File: src/rtl/uvma_tcounter_b_pkg.sv
// Shared definitions for the tcounter_b timer: register map, CTRL bit
// positions and the architectural layout of the CTRL register.
package uvma_tcounter_b_pkg;

    localparam logic [1:0] ADDR_CTRL   = 2'd0;
    localparam logic [1:0] ADDR_CMP    = 2'd1;
    localparam logic [1:0] ADDR_CNT    = 2'd2;
    localparam logic [1:0] ADDR_STATUS = 2'd3;

    localparam int CTRL_EN_BIT       = 0;
    localparam int CTRL_ONE_SHOT_BIT = 1;
    localparam int CTRL_CLR_BIT      = 2;
    localparam int CTRL_PRESC_LSB    = 8;

    localparam int STATUS_IRQ_BIT = 0;
    localparam int STATUS_OVF_BIT = 1;

    // Full 32-bit view of a CTRL write; the prescaler field is sized for the
    // widest legal PRESC_W and narrowed by the timer.
    typedef struct packed {
        logic [23:0] presc;
        logic [4:0]  rsvd;
        logic        clr;
        logic        one_shot;
        logic        en;
    } ctrl_t;

endpackage

File: src/rtl/uvma_tcounter_b_if.sv
// Register bus and event outputs of the tcounter_b timer.
// Handshake: wr_en/rd_en are single-cycle strobes with no back-pressure; a
// write is taken on every cycle wr_en is high, and rdata carries the value
// addressed by rd_en on the following cycle, holding it until the next read.
interface uvma_tcounter_b_if;
    import uvma_tcounter_b_pkg::*;

    logic        wr_en;
    logic        rd_en;
    logic [1:0]  addr;
    logic [31:0] wdata;
    logic [31:0] rdata;
    logic        evt;
    logic        ovf;
    logic        irq;

    modport master (
        output wr_en, rd_en, addr, wdata,
        input  rdata, evt, ovf, irq
    );

    modport slave (
        input  wr_en, rd_en, addr, wdata,
        output rdata, evt, ovf, irq
    );

endinterface

File: src/rtl/uvma_tcounter_b_presc.sv
// Prescaler: counts 0..presc while enabled and emits a tick on the last count.
module uvma_tcounter_b_presc #(
    parameter int PRESC_W = 8
) (
    input  logic               clk,
    input  logic               reset,
    input  logic               en_i,
    input  logic               clr_i,
    input  logic [PRESC_W-1:0] presc_i,
    output logic               tick_o
);
    import uvma_tcounter_b_pkg::*;

    logic [PRESC_W-1:0] pcnt_q;
    logic [PRESC_W-1:0] pcnt_d;

    assign tick_o = en_i && (pcnt_q == presc_i);

    // Next prescaler count: clear wins, wrap on tick, hold while disabled.
    always_comb begin
        pcnt_d = pcnt_q;
        if (clr_i) begin
            pcnt_d = '0;
        end else if (tick_o) begin
            pcnt_d = '0;
        end else if (en_i) begin
            pcnt_d = pcnt_q + PRESC_W'(1);
        end
    end

    // Prescaler count register.
    always_ff @(posedge clk) begin
        if (reset) begin
            pcnt_q <= '0;
        end else begin
            pcnt_q <= pcnt_d;
        end
    end

endmodule

File: src/rtl/uvma_tcounter_b_timer.sv
// Timer/counter responder: register file, prescaled counter with compare and
// wrap events, sticky status with write-1-to-clear, registered read port.
module uvma_tcounter_b_timer #(
    parameter int CNT_W   = 32,
    parameter int PRESC_W = 8
) (
    input  logic               clk,
    input  logic               reset,
    uvma_tcounter_b_if.slave   bus
);
    import uvma_tcounter_b_pkg::*;

    localparam logic [CNT_W-1:0] CNT_MAX = '1;

    logic               en_q, en_d;
    logic               one_shot_q, one_shot_d;
    logic [PRESC_W-1:0] presc_q, presc_d;
    logic [CNT_W-1:0]   cmp_q, cmp_d;
    logic [CNT_W-1:0]   cnt_q, cnt_d;
    logic               irq_q, irq_d;
    logic               ovf_seen_q, ovf_seen_d;
    logic               evt_q, evt_d;
    logic               ovf_q, ovf_d;
    logic [31:0]        rdata_q, rdata_d;
    logic [31:0]        rd_word;

    ctrl_t ctrl_w;
    logic  wr_ctrl, wr_cmp, wr_cnt, wr_status;
    logic  clr, tick, hit, wrap, cnt_load;
    logic  unused_wdata;

    assign ctrl_w    = ctrl_t'(bus.wdata);
    assign wr_ctrl   = bus.wr_en && (bus.addr == ADDR_CTRL);
    assign wr_cmp    = bus.wr_en && (bus.addr == ADDR_CMP);
    assign wr_cnt    = bus.wr_en && (bus.addr == ADDR_CNT);
    assign wr_status = bus.wr_en && (bus.addr == ADDR_STATUS);
    assign clr       = wr_ctrl && ctrl_w.clr;

    // Reserved and out-of-range write bits are intentionally ignored.
    assign unused_wdata = ^{bus.wdata, ctrl_w};

    uvma_tcounter_b_presc #(
        .PRESC_W (PRESC_W)
    ) u_presc (
        .clk     (clk),
        .reset   (reset),
        .en_i    (en_q),
        .clr_i   (clr),
        .presc_i (presc_q),
        .tick_o  (tick)
    );

    // A counter load (CNT write or clr) overrides the tick and drops its events.
    assign hit      = tick && (cnt_q == cmp_q);
    assign wrap     = tick && !hit && (cnt_q == CNT_MAX);
    assign cnt_load = wr_cnt || clr;
    assign evt_d    = hit && !cnt_load;
    assign ovf_d    = wrap && !cnt_load;

    // Next state of registers: hardware update first, then bus writes on top
    // (except status, where a hardware set beats a W1C).
    always_comb begin
        en_d       = en_q;
        one_shot_d = one_shot_q;
        presc_d    = presc_q;
        cmp_d      = cmp_q;
        cnt_d      = cnt_q;
        irq_d      = irq_q;
        ovf_seen_d = ovf_seen_q;

        if (tick) begin
            if (hit || wrap) begin
                cnt_d = '0;
            end else begin
                cnt_d = cnt_q + CNT_W'(1);
            end
        end
        if (clr) begin
            cnt_d = '0;
        end
        if (wr_cnt) begin
            cnt_d = bus.wdata[CNT_W-1:0];
        end

        if (evt_d && one_shot_q) begin
            en_d = 1'b0;
        end
        if (wr_ctrl) begin
            en_d       = ctrl_w.en;
            one_shot_d = ctrl_w.one_shot;
            presc_d    = ctrl_w.presc[PRESC_W-1:0];
        end
        if (wr_cmp) begin
            cmp_d = bus.wdata[CNT_W-1:0];
        end

        if (wr_status && bus.wdata[STATUS_IRQ_BIT]) begin
            irq_d = 1'b0;
        end
        if (wr_status && bus.wdata[STATUS_OVF_BIT]) begin
            ovf_seen_d = 1'b0;
        end
        if (evt_d) begin
            irq_d = 1'b1;
        end
        if (ovf_d) begin
            ovf_seen_d = 1'b1;
        end
    end

    // Read mux on pre-write values; rdata holds between reads.
    always_comb begin
        rd_word = '0;
        case (bus.addr)
            ADDR_CTRL: begin
                rd_word[CTRL_EN_BIT]                    = en_q;
                rd_word[CTRL_ONE_SHOT_BIT]              = one_shot_q;
                rd_word[CTRL_CLR_BIT]                   = 1'b0;
                rd_word[CTRL_PRESC_LSB +: PRESC_W]      = presc_q;
            end
            ADDR_CMP:    rd_word[CNT_W-1:0] = cmp_q;
            ADDR_CNT:    rd_word[CNT_W-1:0] = cnt_q;
            ADDR_STATUS: begin
                rd_word[STATUS_IRQ_BIT] = irq_q;
                rd_word[STATUS_OVF_BIT] = ovf_seen_q;
            end
            default:     rd_word = '0;
        endcase
        rdata_d = bus.rd_en ? rd_word : rdata_q;
    end

    // State registers with synchronous reset.
    always_ff @(posedge clk) begin
        if (reset) begin
            en_q       <= 1'b0;
            one_shot_q <= 1'b0;
            presc_q    <= '0;
            cmp_q      <= '0;
            cnt_q      <= '0;
            irq_q      <= 1'b0;
            ovf_seen_q <= 1'b0;
            evt_q      <= 1'b0;
            ovf_q      <= 1'b0;
            rdata_q    <= '0;
        end else begin
            en_q       <= en_d;
            one_shot_q <= one_shot_d;
            presc_q    <= presc_d;
            cmp_q      <= cmp_d;
            cnt_q      <= cnt_d;
            irq_q      <= irq_d;
            ovf_seen_q <= ovf_seen_d;
            evt_q      <= evt_d;
            ovf_q      <= ovf_d;
            rdata_q    <= rdata_d;
        end
    end

    assign bus.rdata = rdata_q;
    assign bus.evt   = evt_q;
    assign bus.ovf   = ovf_q;
    assign bus.irq   = irq_q;

endmodule

File: src/flat_wrapper.sv
// flat-port wrapper written by rule: the top's interface ports become plain ports
module uvma_tcounter_b_timer_flat import uvma_tcounter_b_pkg::*;
#(
    parameter int CNT_W   = 32,
    parameter int PRESC_W = 8
)
  (clk, reset, bus_wr_en, bus_rd_en, bus_addr, bus_wdata, bus_rdata, bus_evt, bus_ovf, bus_irq);
  uvma_tcounter_b_if bus_i ();
  input  logic clk;
  input  logic reset;
  input wire logic [$bits(bus_i.wr_en)-1:0] bus_wr_en;
  input wire logic [$bits(bus_i.rd_en)-1:0] bus_rd_en;
  input wire logic [$bits(bus_i.addr)-1:0] bus_addr;
  input wire logic [$bits(bus_i.wdata)-1:0] bus_wdata;
  output wire logic [$bits(bus_i.rdata)-1:0] bus_rdata;
  output wire logic [$bits(bus_i.evt)-1:0] bus_evt;
  output wire logic [$bits(bus_i.ovf)-1:0] bus_ovf;
  output wire logic [$bits(bus_i.irq)-1:0] bus_irq;
  assign bus_i.wr_en = bus_wr_en;
  assign bus_i.rd_en = bus_rd_en;
  assign bus_i.addr = bus_addr;
  assign bus_i.wdata = bus_wdata;
  assign bus_rdata = bus_i.rdata;
  assign bus_evt = bus_i.evt;
  assign bus_ovf = bus_i.ovf;
  assign bus_irq = bus_i.irq;
  uvma_tcounter_b_timer #(.CNT_W(CNT_W), .PRESC_W(PRESC_W)) u_core (.clk(clk), .reset(reset), .bus(bus_i));
endmodule
File: config.mk
export PLATFORM = sky130hd
export DESIGN_NAME = uvma_tcounter_b_timer_flat
export DESIGN_NICKNAME = d
export VERILOG_FILES = /design/src/rtl/uvma_tcounter_b_pkg.sv /design/src/rtl/uvma_tcounter_b_if.sv /design/src/rtl/uvma_tcounter_b_presc.sv /design/src/rtl/uvma_tcounter_b_timer.sv /design/src/flat_wrapper.sv
export SDC_FILE = /design/constraint.sdc
export NUM_CORES = 1
export LEC_CHECK = 0
export BUFFER_PORTS_ARGS = -buffer_cell sky130_fd_sc_hd__buf_2
export CAP_MARGIN = 5
export CORE_MARGIN = 8
export CORE_UTILIZATION = 59
export CTS_CLUSTER_SIZE = 30
export DETAILED_ROUTE_END_ITERATION = 12
export PLACE_DENSITY_LB_ADDON = 0.3
export SYNTH_ARGS = -nofsm -noshare
export SYNTH_HDL_FRONTEND = slang
export SYNTH_HIERARCHICAL = 1
export SYNTH_SLANG_ARGS = --single-unit
File: constraint.sdc
create_clock -name clk -period 3.1 [get_ports clk]
set_input_delay 0.155 -clock clk [delete_from_list [all_inputs] [get_ports clk]]
set_output_delay 0.155 -clock clk [all_outputs]
set_load 0.01 [all_outputs]
==> impl_metrics.env <==
export IMPL_grt_first_pass_wirelength_um=33910
export IMPL_power_density_nw_per_um2=533.4
export IMPL_grtUsageMet2_pct=46.94
export IMPL_final_common_cell="nand2_1"
export IMPL_start_kind="register"
export IMPL_gp_congestion=1.005
export IMPL_synth_cell_types=67
export IMPL_holdBufCountCts=32
export IMPL_leakage_nw=3.092
export IMPL_multi_input_area_um2=3580
export IMPL_max_stage_delay_ps=580
export IMPL_drv_slew=0
export IMPL_routed_via_density=6.515
export IMPL_areaGrowthSynthToFinish_pct=21.14
export IMPL_setup_viol_count_final=0
export IMPL_syn_cell_area_um2=6237
export IMPL_place_hpwl_um=14390
export IMPL_drc=0
export IMPL_antenna_found_initial=1
export IMPL_die_area_um2=14120
export IMPL_grtUsageMet1_pct=39.37
export IMPL_final_nets=904
export IMPL_cts_buffers=17
export IMPL_regArea_um2=2362
export IMPL_drt_first_pass_iters=6
export IMPL_clk_latency_ps=540
export IMPL_fin_hold_ws_ps=56.99
export IMPL_critPathKind="reg -> reg"
export IMPL_rsz0062_at_grt="no"
export IMPL_ys_seq_elements=118
export IMPL_synthArstFlopShare_pct=0
export IMPL_max_cap_viol_count=0
export IMPL_yosysTopAreaCell="dfxtp_1"
export IMPL_tightest_slew_ps=1092
export IMPL_clock_skew_ps=6.608
export IMPL_worstHoldPathType="in -> reg"
export IMPL_ys_flop_type="dfxtp_1"
export IMPL_nFillCells=789
export IMPL_synth_warnings=6
export IMPL_grt_total_usage_pct=30.27
export IMPL_grt_busiest_layer="met2"
export IMPL_post_cts_setup_buffers=0
export IMPL_critPathBufInv=1
export IMPL_grt_pass1_vias=6015
export IMPL_drt_wl_total_um=21610
export IMPL_most_common_layout_cells="139 x nand2_1, 118 x dfxtp_1, 96 x a21oi_1, 72 x nor2_1, 71 x buf_2"
export IMPL_synth_area_leaders="dfxtp_1 38%, nand2_1 8.4%, a21oi_1 7.8%"
export IMPL_fin_crit_ps=2583
export IMPL_path_clk_slew_ps=60
export IMPL_required_ps=3490
export IMPL_path_max_fanout=11
export IMPL_grt_max_degree=64
export IMPL_clk_path_buf_depth=2
export IMPL_dieWidth_um=118.8
export IMPL_vias=6567
export IMPL_cts_root_buf="clkbuf_8"
export IMPL_htreeDepth=4
export IMPL_syn_inst=783
export IMPL_power_w=0.004031
export IMPL_cts_tree="done"
export IMPL_placementRows=37
export IMPL_cp_end_kind="register"
export IMPL_path_delay_family="compound AO/OA/AOI/OAI gates"
export IMPL_drt_initial_drc_count=1281
export IMPL_synth_edf_count=0
export IMPL_ctsResizeCount=0
export IMPL_wl_per_cell_um=21.44
export IMPL_drive_above_1_share_pct=16.53
export IMPL_start_util_pct=60.69
export IMPL_hold_violations=0
export IMPL_status="completed"
export IMPL_path_cells="xor2_1 > nor4_1 > nand4_1 > o21a_1 > a21oi_2 > buf_4 > a2111oi_1"
export IMPL_relSlewSlack_pct=27.18
export IMPL_clock_sinks=118
export IMPL_ir_drop_mv=0.3808
export IMPL_worst_ep_arrival_time_ps=2970
export IMPL_coreArea_um2=10280
export IMPL_synthesis_nets=829
export IMPL_die_h_um=118.8
export IMPL_cp_slowest_cell="dfxtp_1"
export IMPL_io_pins=73
export IMPL_ant_nets=0
export IMPL_maxClockFrequency_ghz=0.3871
export IMPL_syn_avg_cell_area_um2=7.966
export IMPL_synth_seq_area_share_pct=37.87
export IMPL_fin_crit_sh_pct=83.32
export IMPL_grt_remaining_overflow=0
export IMPL_synth_top_area_share_pct=37.87
export IMPL_setup_tns_ps=0
export IMPL_port_buffers=72
export IMPL_use_met3_pct=8.833
[worst paths after layout]
| path | startpoint | end | slack, ps | cells after the start |
|---|---|---|---|---|
| max | u_core/cnt_q[22] | u_core/cnt_q[25] | 520 | 7 |
| min | bus_wr_en | u_core/ovf_seen_q | 60 | 4 |
| max reg2reg | u_core/cnt_q[22] | u_core/cnt_q[25] | 520 | 7 |
| min reg2reg | u_core/cmp_q[1] | u_core/cmp_q[1] | 480 | 2 |
[sequential cells by signal (all words and copies together) (netlist names)]
signal                 cells
u_core/presc_q             8
u_core/en_q                1
u_core/bus.ovf             1
u_core/u_presc/pcnt_q      8
u_core/bus.rdata          32
u_core/bus.evt             1
u_core/ovf_seen_q          1
u_core/cmp_q              32
u_core/bus.irq             1
u_core/one_shot_q          1
u_core/cnt_q              32
[routing by layer]
layer	wire, um	part of all wire [%]	vias to the layer above
met5	0	0	-
met4	686	3.2	0
met3	2829	13	84
met2	9567	44	495
met1	8527	39	3059
li1	-	-	2929
[cells by family (layout without fill, tap and decap cells)]
| logic type | Yosys count | in the layout | synth area share (%) |
|---|---|---|---|
| xor+xnor | 51 | 51 | 7.162 |
| compound gates | 205 | 205 | 22.45 |
| mux | 12 | 12 | 1.926 |
| simple gates | 318 | 318 | 24.19 |
| fa+ha+maj | 8 | 8 | 1.605 |
| other cells | 0 | 1 | 0 |
| flops | 118 | 118 | 37.87 |
| buf+inv | 71 | 159 | 4.794 |
[per-stage QoR]
stage / cells / setup WS (ps) / area [um^2] / util, %
6_report: 1008 / 517.0 / 7556 / 73.52
5_1_grt: 1008 / 387.3 / 7556 / 73.52
4_1_cts: 1007 / 600.3 / 7553 / 73.50
3_5_place_dp: 943 / 605.6 / 6625 / 64.46
3_3_place_gp: 943 / 650.0 / 6625 / 64.46
2_1_floorplan: 783 / 920.4 / 6237 / -
[Yosys cell counts, types with 4 or more instances]
cell / n
a21oi_1: 97
a21oi_2: 7
a222oi_1: 10
a22o_1: 23
a22oi_1: 6
a31oi_1: 5
and3_1: 9
buf_1: 4
buf_2: 10
clkbuf_1: 44
clkbuf_2: 4
dfxtp_1: 118
ha_1: 8
inv_1: 5
mux2i_1: 12
nand2_1: 139
nand3_1: 20
nand4_1: 15
nor2_1: 72
nor2b_1: 23
nor3_1: 6
nor4_1: 12
o21ai_0: 12
o32ai_1: 4
xnor2_1: 14
xor2_1: 37
[power by group]
| part | switching (W) | leakage, nW | internal, W |
|---|---|---|---|
| combinational | 0.000265 | 1.85 | 0.000152 |
| sequential | 0.0000497 | 0.955 | 0.00155 |
| clock | 0.000723 | 0.290 | 0.00129 |
[worst reg2reg max path, cell delays in order, from the launching register on]
cell and delay (ps):
dfxtp_1 580, xor2_1 180, nor4_1 460, nand4_1 220, o21a_1 400, a21oi_2 230, buf_4 260, a2111oi_1 110
[cell type report]
type,instances,share of cell area [%]
sequential,118,31.26
tap,136,2.252
timing repair buffer,121,10.73
multi-input combinational,594,47.38
antenna,1,0.03312
clock inverter,11,1.971
clock buffer,21,6.077
inverter,6,0.2981
No activity file was read; power rests on OpenSTA's default activity.
